==> config.mk <==
export PLATFORM = sky130hd
export DESIGN_NAME = display_rx_flat
export DESIGN_NICKNAME = d
export VERILOG_FILES = /design/src/rtl/display_link_pkg.sv /design/src/rtl/display_rx_if.sv /design/src/rtl/sync_edge.sv /design/src/rtl/display_rx.sv /design/src/flat_wrapper.sv
export SDC_FILE = /design/constraint.sdc
export NUM_CORES = 1
export LEC_CHECK = 0
export CAP_MARGIN = 20
export CORE_MARGIN = 5
export CORE_UTILIZATION = 35
export DETAILED_ROUTE_END_ITERATION = 10
export DONT_BUFFER_PORTS = 1
export PLACE_DENSITY = 0.46
export SLEW_MARGIN = 20
export SYNTH_ARGS = -nofsm -noshare
export SYNTH_HDL_FRONTEND = slang
export SYNTH_SLANG_ARGS = --single-unit
==> constraint.sdc <==
create_clock -name clk -period 2.25 [get_ports clk]
set_input_delay 0 -clock clk [delete_from_list [all_inputs] [get_ports clk]]
set_output_delay 0 -clock clk [all_outputs]
set_load 0.05 [all_outputs]
==> src/rtl/display_link_pkg.sv <==
// Shared constants and types for the calculator display link.
// Both the serializer and this receiver import it, so frame size and
// default timeout agree on both ends of the link.
package display_link_pkg;

    localparam int NBITS                  = 16;
    localparam int DIGITS                 = 4;
    localparam int DIGIT_W                = 4;
    localparam int BCD_MAX                = 9;
    localparam int TIMEOUT_CYCLES_DEFAULT = 262143;

    typedef enum logic [1:0] {
        IDLE  = 2'd0,
        SHIFT = 2'd1,
        DRAIN = 2'd2
    } state_t;

    // True when every 4-bit digit of the frame is a legal BCD value.
    function automatic logic bcd_is_valid(input logic [NBITS-1:0] v);
        logic ok;
        ok = 1'b1;
        for (int d = 0; d < DIGITS; d++) begin
            if (v[d*DIGIT_W +: DIGIT_W] > DIGIT_W'(BCD_MAX)) begin
                ok = 1'b0;
            end
        end
        return ok;
    endfunction

endpackage

==> src/rtl/display_rx_if.sv <==
// Display link bundle: the three serial link lines plus the receiver's
// result outputs. The master drives the link and observes the results;
// the slave is the receiver.
interface display_rx_if;
    import display_link_pkg::*;

    logic             ser_clk_in;
    logic             data_en_in;
    logic             data_in;
    logic [NBITS-1:0] bcd_out;
    logic             frame_valid;
    logic             frame_err;
    logic             busy;

    modport master (
        output ser_clk_in, data_en_in, data_in,
        input  bcd_out, frame_valid, frame_err, busy
    );

    modport slave (
        input  ser_clk_in, data_en_in, data_in,
        output bcd_out, frame_valid, frame_err, busy
    );

endinterface

==> src/rtl/sync_edge.sv <==
// Multi-flop synchroniser for one asynchronous link line, followed by one
// extra register so rising and falling edges can be detected on the
// synchronised level.
module sync_edge #(
    parameter int SYNC_STAGES = 2
) (
    input  logic clk,
    input  logic rst,
    input  logic i_async,
    output logic o_level,
    output logic o_rise,
    output logic o_fall
);

    logic [SYNC_STAGES-1:0] r_sync;
    logic                   r_prev;

    // Shift the raw line through the synchroniser chain and keep the previous level.
    always_ff @(posedge clk or posedge rst) begin
        if (rst) begin
            r_sync <= '0;
            r_prev <= 1'b0;
        end else begin
            r_sync <= {r_sync[SYNC_STAGES-2:0], i_async};
            r_prev <= r_sync[SYNC_STAGES-1];
        end
    end

    assign o_level = r_sync[SYNC_STAGES-1];
    assign o_rise  = r_sync[SYNC_STAGES-1] & ~r_prev;
    assign o_fall  = ~r_sync[SYNC_STAGES-1] & r_prev;

endmodule

==> src/rtl/display_rx.sv <==
// Display link receiver: deserialises one 16-bit frame of 4 BCD digits
// (MSB first) and presents it with a one-cycle frame_valid strobe, or
// flags a rejected frame with a one-cycle frame_err strobe.
// Optional stall timeout is enabled by defining DISPLAY_RX_TIMEOUT_EN.
module display_rx
    import display_link_pkg::*;
#(
    parameter int SYNC_STAGES = 2
`ifdef DISPLAY_RX_TIMEOUT_EN
    ,
    parameter int TIMEOUT_CYCLES = TIMEOUT_CYCLES_DEFAULT
`endif
) (
    input  logic         clk,
    input  logic         rst,
    display_rx_if.slave  link
);

    localparam int CW = $clog2(NBITS + 1);

    logic w_ser_s, w_ser_rise, w_ser_fall;
    logic w_en_s, w_en_rise, w_en_fall;
    logic w_dat_s, w_dat_rise, w_dat_fall;
    logic [3:0] w_unused_edges;

    state_t           r_state, w_state_next;
    logic [NBITS-1:0] r_shift, w_shift_next;
    logic [NBITS-1:0] r_bcd, w_bcd_next;
    logic [CW-1:0]    r_count, w_count_next;
    logic             r_valid, w_valid_next;
    logic             r_err, w_err_next;

`ifdef DISPLAY_RX_TIMEOUT_EN
    localparam int TW = $clog2(TIMEOUT_CYCLES + 1);
    logic [TW-1:0] r_tmo, w_tmo_next;
`endif

    sync_edge #(.SYNC_STAGES(SYNC_STAGES)) u_sync_ser (
        .clk(clk), .rst(rst), .i_async(link.ser_clk_in),
        .o_level(w_ser_s), .o_rise(w_ser_rise), .o_fall(w_ser_fall)
    );

    sync_edge #(.SYNC_STAGES(SYNC_STAGES)) u_sync_en (
        .clk(clk), .rst(rst), .i_async(link.data_en_in),
        .o_level(w_en_s), .o_rise(w_en_rise), .o_fall(w_en_fall)
    );

    sync_edge #(.SYNC_STAGES(SYNC_STAGES)) u_sync_dat (
        .clk(clk), .rst(rst), .i_async(link.data_in),
        .o_level(w_dat_s), .o_rise(w_dat_rise), .o_fall(w_dat_fall)
    );

    assign w_unused_edges = {w_ser_s, w_ser_fall, w_dat_rise, w_dat_fall};

    // Register the FSM state, frame shifter, bit count, result and strobes.
    always_ff @(posedge clk or posedge rst) begin
        if (rst) begin
            r_state <= IDLE;
            r_shift <= '0;
            r_bcd   <= '0;
            r_count <= '0;
            r_valid <= 1'b0;
            r_err   <= 1'b0;
`ifdef DISPLAY_RX_TIMEOUT_EN
            r_tmo   <= '0;
`endif
        end else begin
            r_state <= w_state_next;
            r_shift <= w_shift_next;
            r_bcd   <= w_bcd_next;
            r_count <= w_count_next;
            r_valid <= w_valid_next;
            r_err   <= w_err_next;
`ifdef DISPLAY_RX_TIMEOUT_EN
            r_tmo   <= w_tmo_next;
`endif
        end
    end

    // Next-state logic; en_fall is checked first so a bit edge coinciding with it is dropped.
    always_comb begin
        w_state_next = r_state;
        w_shift_next = r_shift;
        w_bcd_next   = r_bcd;
        w_count_next = r_count;
        w_valid_next = 1'b0;
        w_err_next   = 1'b0;
`ifdef DISPLAY_RX_TIMEOUT_EN
        w_tmo_next   = r_tmo;
`endif
        case (r_state)
            IDLE: begin
                if (w_en_rise) begin
                    w_state_next = SHIFT;
                    w_shift_next = '0;
                    w_count_next = '0;
`ifdef DISPLAY_RX_TIMEOUT_EN
                    w_tmo_next   = TW'(TIMEOUT_CYCLES);
`endif
                end
            end
            SHIFT: begin
                if (w_en_fall) begin
                    w_state_next = IDLE;
                    if (r_count == CW'(NBITS) && bcd_is_valid(r_shift)) begin
                        w_bcd_next   = r_shift;
                        w_valid_next = 1'b1;
                    end else begin
                        w_err_next   = 1'b1;
                    end
                end else if (w_ser_rise && w_en_s) begin
`ifdef DISPLAY_RX_TIMEOUT_EN
                    w_tmo_next = TW'(TIMEOUT_CYCLES);
`endif
                    if (r_count == CW'(NBITS)) begin
                        w_err_next   = 1'b1;
                        w_state_next = DRAIN;
                    end else begin
                        w_shift_next = {r_shift[NBITS-2:0], w_dat_s};
                        w_count_next = r_count + 1'b1;
                    end
                end
`ifdef DISPLAY_RX_TIMEOUT_EN
                else if (r_tmo == '0) begin
                    w_err_next   = 1'b1;
                    w_state_next = DRAIN;
                end else begin
                    w_tmo_next = r_tmo - 1'b1;
                end
`endif
            end
            DRAIN: begin
                if (!w_en_s) begin
                    w_state_next = IDLE;
                end
            end
            default: begin
                w_state_next = IDLE;
            end
        endcase
    end

    assign link.bcd_out     = r_bcd;
    assign link.frame_valid = r_valid;
    assign link.frame_err   = r_err;
    assign link.busy        = (r_state == SHIFT);

endmodule

==> src/flat_wrapper.sv <==
// flat-port wrapper written by rule: the top's interface ports become plain ports
module display_rx_flat import display_link_pkg::*;
#(
    parameter int SYNC_STAGES = 2

)
  (clk, rst, link_ser_clk_in, link_data_en_in, link_data_in, link_bcd_out, link_frame_valid, link_frame_err, link_busy);
  display_rx_if link_i ();
  input  logic clk;
  input  logic rst;
  input wire logic [$bits(link_i.ser_clk_in)-1:0] link_ser_clk_in;
  input wire logic [$bits(link_i.data_en_in)-1:0] link_data_en_in;
  input wire logic [$bits(link_i.data_in)-1:0] link_data_in;
  output wire logic [$bits(link_i.bcd_out)-1:0] link_bcd_out;
  output wire logic [$bits(link_i.frame_valid)-1:0] link_frame_valid;
  output wire logic [$bits(link_i.frame_err)-1:0] link_frame_err;
  output wire logic [$bits(link_i.busy)-1:0] link_busy;
  assign link_i.ser_clk_in = link_ser_clk_in;
  assign link_i.data_en_in = link_data_en_in;
  assign link_i.data_in = link_data_in;
  assign link_bcd_out = link_i.bcd_out;
  assign link_frame_valid = link_i.frame_valid;
  assign link_frame_err = link_i.frame_err;
  assign link_busy = link_i.busy;
  display_rx #(.SYNC_STAGES(SYNC_STAGES)) u_core (.clk(clk), .rst(rst), .link(link_i));
endmodule
==> impl_metrics.env <==
export IMPL_cts_root_buf="clkbuf_8"
export IMPL_synthTopCellsByArea="dfrtp_1 (65%), mux2_2 (10%), a22o_1 (7.4%)"
export IMPL_detail_route_antenna_nets=0
export IMPL_antenna_cells=0
export IMPL_worst_pin_slew_ns=0.813
export IMPL_setup_viol_count_final=0
export IMPL_die_x_um=83.7
export IMPL_async_flop_share_pct=100
export IMPL_period_needed_ns=2.04
export IMPL_row_count=26
export IMPL_ys_seq_area_share_pct=64.6
export IMPL_dr_pass1_iters=4
export IMPL_placed_cells=201
export IMPL_cts_hold_fix_buffers=4
export IMPL_yosysUniqueCellTypes=31
export IMPL_syn2layout_area_growth_pct=12.3
export IMPL_worst_path_max_fanout=12
export IMPL_synth_nets=139
export IMPL_synth_edf_count=0
export IMPL_hp_class="primary input to flip-flop"
export IMPL_cts_setup_buffers=0
export IMPL_finalMaxSlewViolations=0
export IMPL_grt_max_degree=50
export IMPL_start_util_pct=36.5
export IMPL_mostFrequentLayoutCell="dfrtp_1"
export IMPL_h_tree_depth=2
export IMPL_yosys_area_share_simple_pct=8.56
export IMPL_synth_top_family_by_area="compound AO/OA/AOI/OAI gates"
export IMPL_finish_net_count=149
export IMPL_drt_initial_drc_count=60
export IMPL_port_buffers=0
export IMPL_clock_skew_ns=0.00715
export IMPL_hold_viol_final=0
export IMPL_grt_pass1_wl_um=5660
export IMPL_syn_inst=132
export IMPL_crit_type="flip-flop to flip-flop"
export IMPL_start_kind="flip-flop"
export IMPL_cts_resized=0
export IMPL_synth_compound_area_share_pct=11.7
export IMPL_drv_cap=0
export IMPL_synth_top_area_share_pct=64.6
export IMPL_cp_required_ns=2.43
export IMPL_cts_buffers=5
export IMPL_cts_tree="yes"
export IMPL_final_cell_mix="dfrtp_1 (49), mux2_2 (17), a22o_1 (16)"
export IMPL_final_cell_count_no_fill=213
export IMPL_die_area_um2=7000
export IMPL_syn_area_um2=1900
export IMPL_status="finished, final reports clean"
export IMPL_cts_reportedPaths_clkPinSlew_ns=0.08
export IMPL_synth_largest_area_cell="dfrtp_1"
export IMPL_clock_sinks=49
export IMPL_vias=1063
export IMPL_grt_overflow=0
export IMPL_clk_path_buf_depth=2
export IMPL_hold_ws_ns=0.257
export IMPL_die_y_um=83.7
export IMPL_power_density_nw_per_um2=795
export IMPL_drive_above_1_share_pct=23.8
export IMPL_wl_per_cell_um=15.5
export IMPL_pin_count=24
export IMPL_synthFlopType="dfrtp_1"
export IMPL_cp_data_arrival_time_ns=2.22
export IMPL_fin_setup_tns_ns=0
export IMPL_routed_via_density=4.99
export IMPL_wirelength_um=3310
export IMPL_synth_adder_area_share_pct=1.32
export IMPL_grt_usage_pct=10.1
export IMPL_syn_area_per_cell_um2=14.4
export IMPL_n_fill_cell=502
export IMPL_peakVddDrop_v=0.000276
export IMPL_synth_xor_area_share_pct=0
export IMPL_synth_mux_area_share_pct=10.6
export IMPL_p_leak_nw=1.00
export IMPL_rsz0062_at_grt="false"
export IMPL_timing_final_crit_share_pct=90.7
export IMPL_yosysWarningCount=0
export IMPL_ys_ff_latch=49
export IMPL_slew_headroom_pct=45.7
export IMPL_core_area_um2=5200
export IMPL_grt_pass1_vias=1107
export IMPL_setup_worst_path_end_class="flip-flop"
export IMPL_place_congestion=0.739
export IMPL_post_route_drc_count=0
export IMPL_antenna_found_initial=0
export IMPL_hpwl_um=2270
export IMPL_clk_latency_ns=0.29
export IMPL_fmax_mhz=490
path summary, 6_finish.rpt:
path | from | to | slack (ns) | cells after the start
min | link_data_en_in | u_core.u_sync_en.r_sync[0]$_DFF_PP0_ | 0.26 | 1
min in group asynchronous | rst | u_core.r_state[1]$_DFFE_PP0P_ | 0.29 | 2
max | u_core.r_count[0]$_DFFE_PP0P_ | u_core.r_shift[13]$_DFFE_PP0P_ | 0.21 | 7
max in group asynchronous | rst | u_core.r_shift[12]$_DFFE_PP0P_ | 1.48 | 2
min reg2reg | u_core.u_sync_ser.r_sync[0]$_DFF_PP0_ | u_core.u_sync_ser.r_sync[1]$_DFF_PP0_ | 0.35 | 0
max reg2reg | u_core.r_count[0]$_DFFE_PP0P_ | u_core.r_shift[13]$_DFFE_PP0P_ | 0.21 | 7
report_power, final:
group / switching, W / total [W] / leakage [nW] / internal (W)
logic: 0.0000795 / 0.000124 / 0.280 / 0.0000444
registers: 0.0000332 / 0.000941 / 0.662 / 0.000908
clock network: 0.000268 / 0.000630 / 0.0585 / 0.000362
total: 0.000381 / 0.00170 / 1.00 / 0.00131
state kept, by name, indices dropped and copies added, names as in the netlist:
register and flops:
u_core.u_sync_en.r_prev 1, u_core.u_sync_ser.r_sync 2, u_core.u_sync_en.r_sync 2, u_core.r_shift 16, u_core.link.bcd_out 16, u_core.link.frame_err 1
u_core.u_sync_dat.r_sync 2, u_core.r_state 2, u_core.u_sync_ser.r_prev 1, u_core.r_count 5, u_core.link.frame_valid 1
cells in the mapped netlist (all sizes together), types with 2 or more instances:
| master | n |
|---|---|
| nor3 | 3 |
| ha | 2 |
| mux2 | 17 |
| a21oi | 2 |
| a22o | 16 |
| nand4 | 2 |
| nand2b | 3 |
| o21ai | 8 |
| dfrtp | 49 |
| nand2 | 5 |
| inv | 5 |
| buf | 4 |
worst max-delay path, stage by stage, from the launching register on:
cell	delay [ns]
dfrtp_1	0.41
inv_1	0.06
ha_1	0.19
and4bb_4	0.21
o31a_1	0.34
or2_1	0.33
buf_4	0.22
a22o_1	0.18
stage by stage:
step	setup slack, ns	util [%]	power, W	instance area, µm²
after floorplan	0.345	-	0.00105	1900
after global placement	0.280	37.9	0.00107	1970
after detailed placement	0.215	37.9	0.00108	1970
after CTS	0.190	40.9	0.00173	2130
after global routing	0.0997	41.0	0.00178	2130
final	0.209	41.0	0.00170	2130
logic make-up (layout without fill, tap and decap cells):
| logic type | after synthesis | after routing |
|---|---|---|
| DFF | 49 | 49 |
| AOI/OAI and AO/OA | 30 | 30 |
| and+or+nand+nor | 23 | 23 |
| muxes | 18 | 18 |
| buffers and inverters | 10 | 21 |
| adders and majority gates | 2 | 2 |
area by class of cell:
class	count	area, µm²	share of cell area (%)
clock buffers	7	86.3	4.05
multi-input cells	73	612	28.7
clock inverters	1	30.0	1.41
inverters	5	20.0	0.939
repair buffers	8	70.1	3.29
well taps	70	87.6	4.11
flip-flops and latches	49	1230	57.5
layer usage:
layer	GRT usage, %	wire, µm	up-vias
met1	13.2	1570	536
met4	4.82	55	0
li1	-	-	499
met3	3.16	171	5
met2	15.3	1510	23
met5	0	0	-
No activity file was read; power rests on OpenSTA's default activity.
